<file path="src/rtl/p_splitter.sv">
// Splits a packed divider P word (remainder:quotient) into one or two
// half-word beats on a valid/ready output stream, counting delivered words.
module p_splitter #(
  parameter int HW = 16
) (
  input  logic          clk,
  input  logic          rst_n,
  input  logic [2*HW-1:0] p_in,
  input  logic          p_valid,
  output logic          p_ready,
  input  logic [1:0]    mode,
  output logic [HW-1:0] out_data,
  output logic          out_valid,
  input  logic          out_ready,
  output logic          out_sel,
  output logic          out_last,
  output logic [7:0]    done_cnt,
  output logic [1:0]    dbg_state_o
);

  // Handshake: a transfer happens on a rising edge where valid and ready
  // are both high; the sender holds data stable until that edge.

  localparam logic [1:0] S_IDLE    = 2'd0;
  localparam logic [1:0] S_SEND_LO = 2'd1;
  localparam logic [1:0] S_SEND_HI = 2'd2;

  logic [1:0]      state_q, state_d;
  logic [2*HW-1:0] hold_q, hold_d;
  logic [1:0]      mode_q, mode_d;
  logic [7:0]      done_cnt_q, done_cnt_d;

  logic final_beat;
  logic beat_xfer;
  logic word_done;
  logic p_xfer;

  // Mode 01 finishes after the low half; 00 and 11 continue to the high half.
  assign final_beat = (state_q == S_SEND_HI) ||
                      ((state_q == S_SEND_LO) && (mode_q == 2'b01));
  assign beat_xfer  = out_valid && out_ready;
  assign word_done  = beat_xfer && final_beat;

  // Ready is gated by rst_n so it reads low while reset is held.
  assign p_ready = rst_n && ((state_q == S_IDLE) || (final_beat && out_ready));
  assign p_xfer  = p_valid && p_ready;

  always_comb begin
    out_valid = 1'b0;
    out_data  = '0;
    out_sel   = 1'b0;
    out_last  = 1'b0;
    case (state_q)
      S_SEND_LO: begin
        out_valid = 1'b1;
        out_data  = hold_q[HW-1:0];
        out_sel   = 1'b0;
        out_last  = (mode_q == 2'b01);
      end
      S_SEND_HI: begin
        out_valid = 1'b1;
        out_data  = hold_q[2*HW-1:HW];
        out_sel   = 1'b1;
        out_last  = 1'b1;
      end
      default: ;
    endcase
  end

  always_comb begin
    state_d    = state_q;
    hold_d     = hold_q;
    mode_d     = mode_q;
    done_cnt_d = done_cnt_q + {7'd0, word_done};
    if (p_xfer) begin
      // A new word may be captured on the same edge the old one completes.
      state_d = (mode == 2'b10) ? S_SEND_HI : S_SEND_LO;
      hold_d  = p_in;
      mode_d  = mode;
    end else if (word_done) begin
      state_d = S_IDLE;
    end else if (beat_xfer && (state_q == S_SEND_LO)) begin
      state_d = S_SEND_HI;
    end
  end

  always_ff @(posedge clk or negedge rst_n) begin
    if (!rst_n) begin
      state_q    <= S_IDLE;
      hold_q     <= '0;
      mode_q     <= 2'b00;
      done_cnt_q <= 8'd0;
    end else begin
      state_q    <= state_d;
      hold_q     <= hold_d;
      mode_q     <= mode_d;
      done_cnt_q <= done_cnt_d;
    end
  end

  assign done_cnt    = done_cnt_q;
  assign dbg_state_o = state_q;

endmodule

</file>
<file path="config.mk">
export PLATFORM = sky130hd
export DESIGN_NAME = p_splitter
export DESIGN_NICKNAME = d
export VERILOG_FILES = /design/src/rtl/p_splitter.sv
export SDC_FILE = /design/constraint.sdc
export NUM_CORES = 1
export LEC_CHECK = 0
export CAP_MARGIN = 5
export CORE_ASPECT_RATIO = 1.5
export CORE_MARGIN = 2
export CORE_UTILIZATION = 37
export DETAILED_ROUTE_END_ITERATION = 6
export PLACE_DENSITY = 0.67
export SYNTH_ARGS = -nofsm -noshare
export SYNTH_HDL_FRONTEND = slang
export SYNTH_SLANG_ARGS = --single-unit
</file>
<file path="constraint.sdc">
create_clock -name clk -period 2.8 [get_ports clk]
set_input_delay 0.28 -clock clk [delete_from_list [all_inputs] [get_ports clk]]
set_output_delay 0.28 -clock clk [all_outputs]
set_load 0.005 [all_outputs]
</file>
### Word-level counts from Yosys, hierarchy flattened

Index checks and enable logic that the tools add are counted.

| cells by class | value |
|---|---|
| mux-type cells | 8 |
| reductions and logical operators | 12 |
| $add $sub $neg | 1 |
| equal/unequal tests | 4 |

Operator list:

| operator | number |
|---|---|
| 16-bit one-hot mux with 2 select lines | 1 |
| 8-bit by 1-bit adder with 8-bit output | 1 |
| 2-bit 2-to-1 mux | 4 |
| 1-bit logical AND | 7 |
| 2-bit by 1-bit == test with 1-bit output, second input constant | 2 |
| 2-bit == test, second input constant | 2 |
| 3-bit nonzero test | 1 |
| 2-bit zero test | 1 |
| 1-bit logical OR | 2 |
| 1-bit 2-to-1 mux | 2 |
| 1-bit one-hot mux with 2 select lines | 1 |
| 2-bit OR reduction | 1 |

| storage, ports and cells | value |
|---|---|
| logic and storage cells | 29 |
| output and inout port bits | 30 |
| input bits | 38 |
| register bits after elaboration | 44 |

### Longest topological paths before layout

| logic depth | value |
|---|---|
| word-level depth | 8 |
| depth in mapped cells | 11 |
| gate-level depth less buffers | 10 |

### Worst setup path before layout

Ideal clock, no wire load.

| timing path | value |
|---|---|
| path kind | flip-flop to flip-flop |
| from | reg state_q[0], in the netlist dbg_state_o[0] |
| to | reg done_cnt_q[6], in the netlist done_cnt[6] |
| data required time | 2.677 ns |
| setup time | 0.123 ns |
| data arrival time | 2.061 ns |
| stages on the path, launching flop included | 12 |
| clock period less this slack | 2.184 ns |
| path buffers | 2 |
| path slack | 0.616 ns |
| cell sequence | dfrtp_1 > inv_1 > ha_1 > buf_2 > buf_1 > o21bai_1 > inv_1 > ha_1 > ha_1 > and3_1 > nand3_1 > xnor2_1 |

| between the ends | value |
|---|---|
| cells in the longest elaborated chain, start to end | 6 |
| elaborated cells on any way between the ends | 9 |
| classes of those cells | add/sub: 1; eq/ne: 2; mux: 1; reduce/logical: 5 |

Ends and longest elaborated chain:

| item | line | text |
|---|---|---|
| start: declaration | 28 | `logic [1:0] state_q, state_d;` |
| start signal: assignment | 94 | `state_q <= state_d;` |
| 2-bit == test or 2-bit by 1-bit == test with 1-bit output (tied branches) | 39, 53, 40 |  |
| 2-bit OR reduction (no source line) | n/a |  |
| 1-bit 2-to-1 mux | 53 | `case (state_q)` |
| 1-bit logical AND | 41 | `assign beat_xfer = out_valid && out_ready;` |
| 1-bit logical AND * | 42 | `assign word_done = beat_xfer && final_beat;` |
| 8-bit by 1-bit adder with 8-bit output * | 74 | `done_cnt_d = done_cnt_q + {7'd0, word_done};` |
| named net done_cnt_d[6] | 31 | `logic [7:0] done_cnt_q, done_cnt_d;` |
| end signal: assignment | 97 | `done_cnt_q <= done_cnt_d;` |
| end: declaration | 31 |  |

The timed path passes the listed nets; every way through them passes the cells marked *.
A chain may end at the register's enable or synchronous reset.

### Worst setup path after layout

| timing path | value |
|---|---|
| from | reg state_q[0], in the netlist dbg_state_o[0] |
| to | out out_data[10] |

| between the ends | value |
|---|---|
| cells in the longest elaborated chain, start to end | 2 |
| elaborated cells on any way between the ends | 3 |
| classes of those cells | eq/ne: 2; mux: 1 |

Ends and longest elaborated chain:

| item | line | text |
|---|---|---|
| 2-bit == test or 2-bit by 1-bit == test with 1-bit output (tied branches) | 53 |  |
| 16-bit one-hot mux with 2 select lines * | 53 |  |
| end: declaration | 12 | `output logic [HW-1:0] out_data,` |

Every way passes the cells marked *; elsewhere a longest branch is shown, timed or not.

==> reports/metrics.cfg <==
[detailed_routing]
drc = 0
drt_iter0_markers = 65
finalWirelength_mm = 4.28
vias = 1454
drt.antenna.violating_nets = 0
wl_per_cell_um = 14.2
via_per_inst = 4.83
drt_pre_antenna_iters = 4

[worst_setup_path]
critPathKind = register to output pin
r2r-start = dbg_state_o[1]
critPathMaxFanout = 13
required_ns = 2.52
worstSetupEndpointType = output pin
startpoint = dbg_state_o[0]
start_kind = register
worstPathArrival_ns = 2.23
r2r_cells = 10

[clocking]
root_buffer = clkbuf_8
cts_tree = done
hold_buffers = 1
clock-sinks = 44
clock_latency_ns = 0.29
clockBufferDepth = 2
cts_buffers = 5
post_cts_buffers = 0
htreeDepth = 2
cts_resized = 0
clk_pin_slew_worst_paths_ns = 0.08

[timing]
finalMaxSlewViolations = 0
fin_ws_ns = 0.290
rsz0062_at_grt = false
finalCritPeriodShare_pct = 89.6
setup_tns_ns = 0
fin_crit_ns = 2.51
worst_pin_slew_ns = 0.538
clock_skew_ns = 0.00365
slew_headroom_pct = 64.1
finalHoldViolations = 0
finalSetupViolCount = 0
fmax_mhz = 398

[logic_synthesis]
synth-warning-count = 0
avgSynthCellArea_um2 = 13.1
yosysTopAreaCellShare_pct = 53.1
synth_edf_count = 0
synth_seq_cells = 44
synth-main-ff-cell = dfrtp_1
synth_nets = 201
seq_area_frac_synth_pct = 53.1
synthTopCellsByArea = dfrtp_1 (53%), mux2_2 (15%), a22oi_1 (5.8%)
ys_async_sr_fraction_pct = 100
synth_most_common_cell = dfrtp_1
synthDistinctLibCells = 31
synth_top_cell_by_area = dfrtp_1
synth_area_um2 = 2070
yosys-top-cells-count = dfrtp_1 (44), mux2_2 (28), nor2b_1 (17)
synthCells = 158

[layout]
drive_gt1_share_pct = 19.9
fillers = 499
antenna_cells = 0
stdcell_area_um2 = 2920
seqCellArea_um2 = 1100
area_growth_pct = 40.5
multi_input_area_um2 = 897
final_core_util_pct = 53.5
fin_cells = 301
nets = 273

[die]
start_util_pct = 38.1
die_area_um2 = 6230
die_x_um = 65.1
top_level_ports = 68
rows = 33
dieHeight_um = 95.7
core-area_um2 = 5450

[placed_design]
dp_hpwl_mm = 3.19
dp_cells = 292
dp_slack_ns = 0.550
portBuffers = 67
gp_congestion = 0.771
placed_cell_area_um2 = 2810

[power]
irDropWorstVdd_mv = 0.436
power_density_nw_per_um2 = 988
static-leakage-power_nw = 1.22

[global_route]
grt_use_total_pct = 14.3
grt_pass1_wl_mm = 6.83
grt_max_degree = 44
antenna_found_initial = 0
grt_overflow = 0
grt_pass1_vias = 1463

[job]
maxCapViolations = 0

[run_status]
status = completed

[worst_hold_path]
hold_path_class = input pin to asynchronous set/reset pin

[layer usage]
layer	vias up	global-route usage, %	share of wire (%)
met2	37	24.5	52
met5	-	0	0
li1	699	-	-
met4	0	5.21	1.1
met3	2	3.39	5.2
met1	716	17.7	41
[report_power, final]
group	switching (W)	internal [W]	total, W
sequential	0.000179	0.000931	0.00111
combinational	0.000519	0.000847	0.00137
clock	0.000203	0.000200	0.000403
[critical path, cell delays in order, from the launching register on]
cell,delay (ns)
dfrtp_1,0.42
inv_1,0.09
ha_1,0.38
buf_4,0.27
a22oi_1,0.11
nor2b_1,0.16
clkdlybuf4s50_1,0.52
[cell usage in the layout, fill, tap and decap left out]
master            n
and3_1            1
a21o_1            1
nand4_1           1
clkinvlp_4        1
dfrtp_1          44
nor2b_1          17
inv_1             4
dlygate4sd3_1     1
nor2_1            2
xnor2_1           4
nand2_1           5
nand3_1           2
nand4b_4          1
mux2_2           28
clkbuf_1          1
clkdlybuf4s50_1  66
and3b_1           1
clkbuf_8          6
o21bai_1          1
buf_2             1
buf_4             6
a21boi_0          1
a21oi_2           1
ha_1              5
a2111oi_0         1
mux2i_1           1
a31o_2            1
a22oi_1          16
and4_1            1
o211ai_1          1
xor2_1            2
mux2_1            6
a21oi_4           1
[final timing paths]
check	end	slack [ns]
max in group asynchronous	hold_q[22]	1.75
worst max-delay path	out_data[10]	0.29
worst min-delay path	dbg_state_o[0]	0.32
min in group clk	done_cnt[7]	0.47
worst max register to register	done_cnt[6]	0.54
worst min register to register	done_cnt[7]	0.47
[registers in the layout, summed over array words and instances (netlist names)]
register / cells
mode_q: 2
hold_q: 32
done_cnt: 8
dbg_state_o: 2
[metrics by stage]
stage | total power (W) | hold WS (ns)
floorplan | 0.00188 | -0.0156
CTS | 0.00292 | 0.313
global placement | 0.00249 | 0.0938
detailed placement | 0.00250 | 0.0886
finish | 0.00288 | 0.320
global route | 0.00310 | 0.323
[final cells by class]
type	count	area share (%)
multi-input combinational	101	30.8
clock buffer	7	2.96
tap	70	3.00
timing repair buffer	74	24.7
sequential	44	37.8
inverter	4	0.515
clock inverter	1	0.258
[cells by family after synthesis]
group                    synth area share, %
AO/OA/AOI/OAI                           9.29
XOR/XNOR                                2.53
adder cells (fa/ha/maj)                 3.02
buffers and inverters                   3.68
flip-flops                              53.1
multiplexers                            18.9
AND/OR/NAND/NOR                         9.47
(Power assumes the default switching activity.)
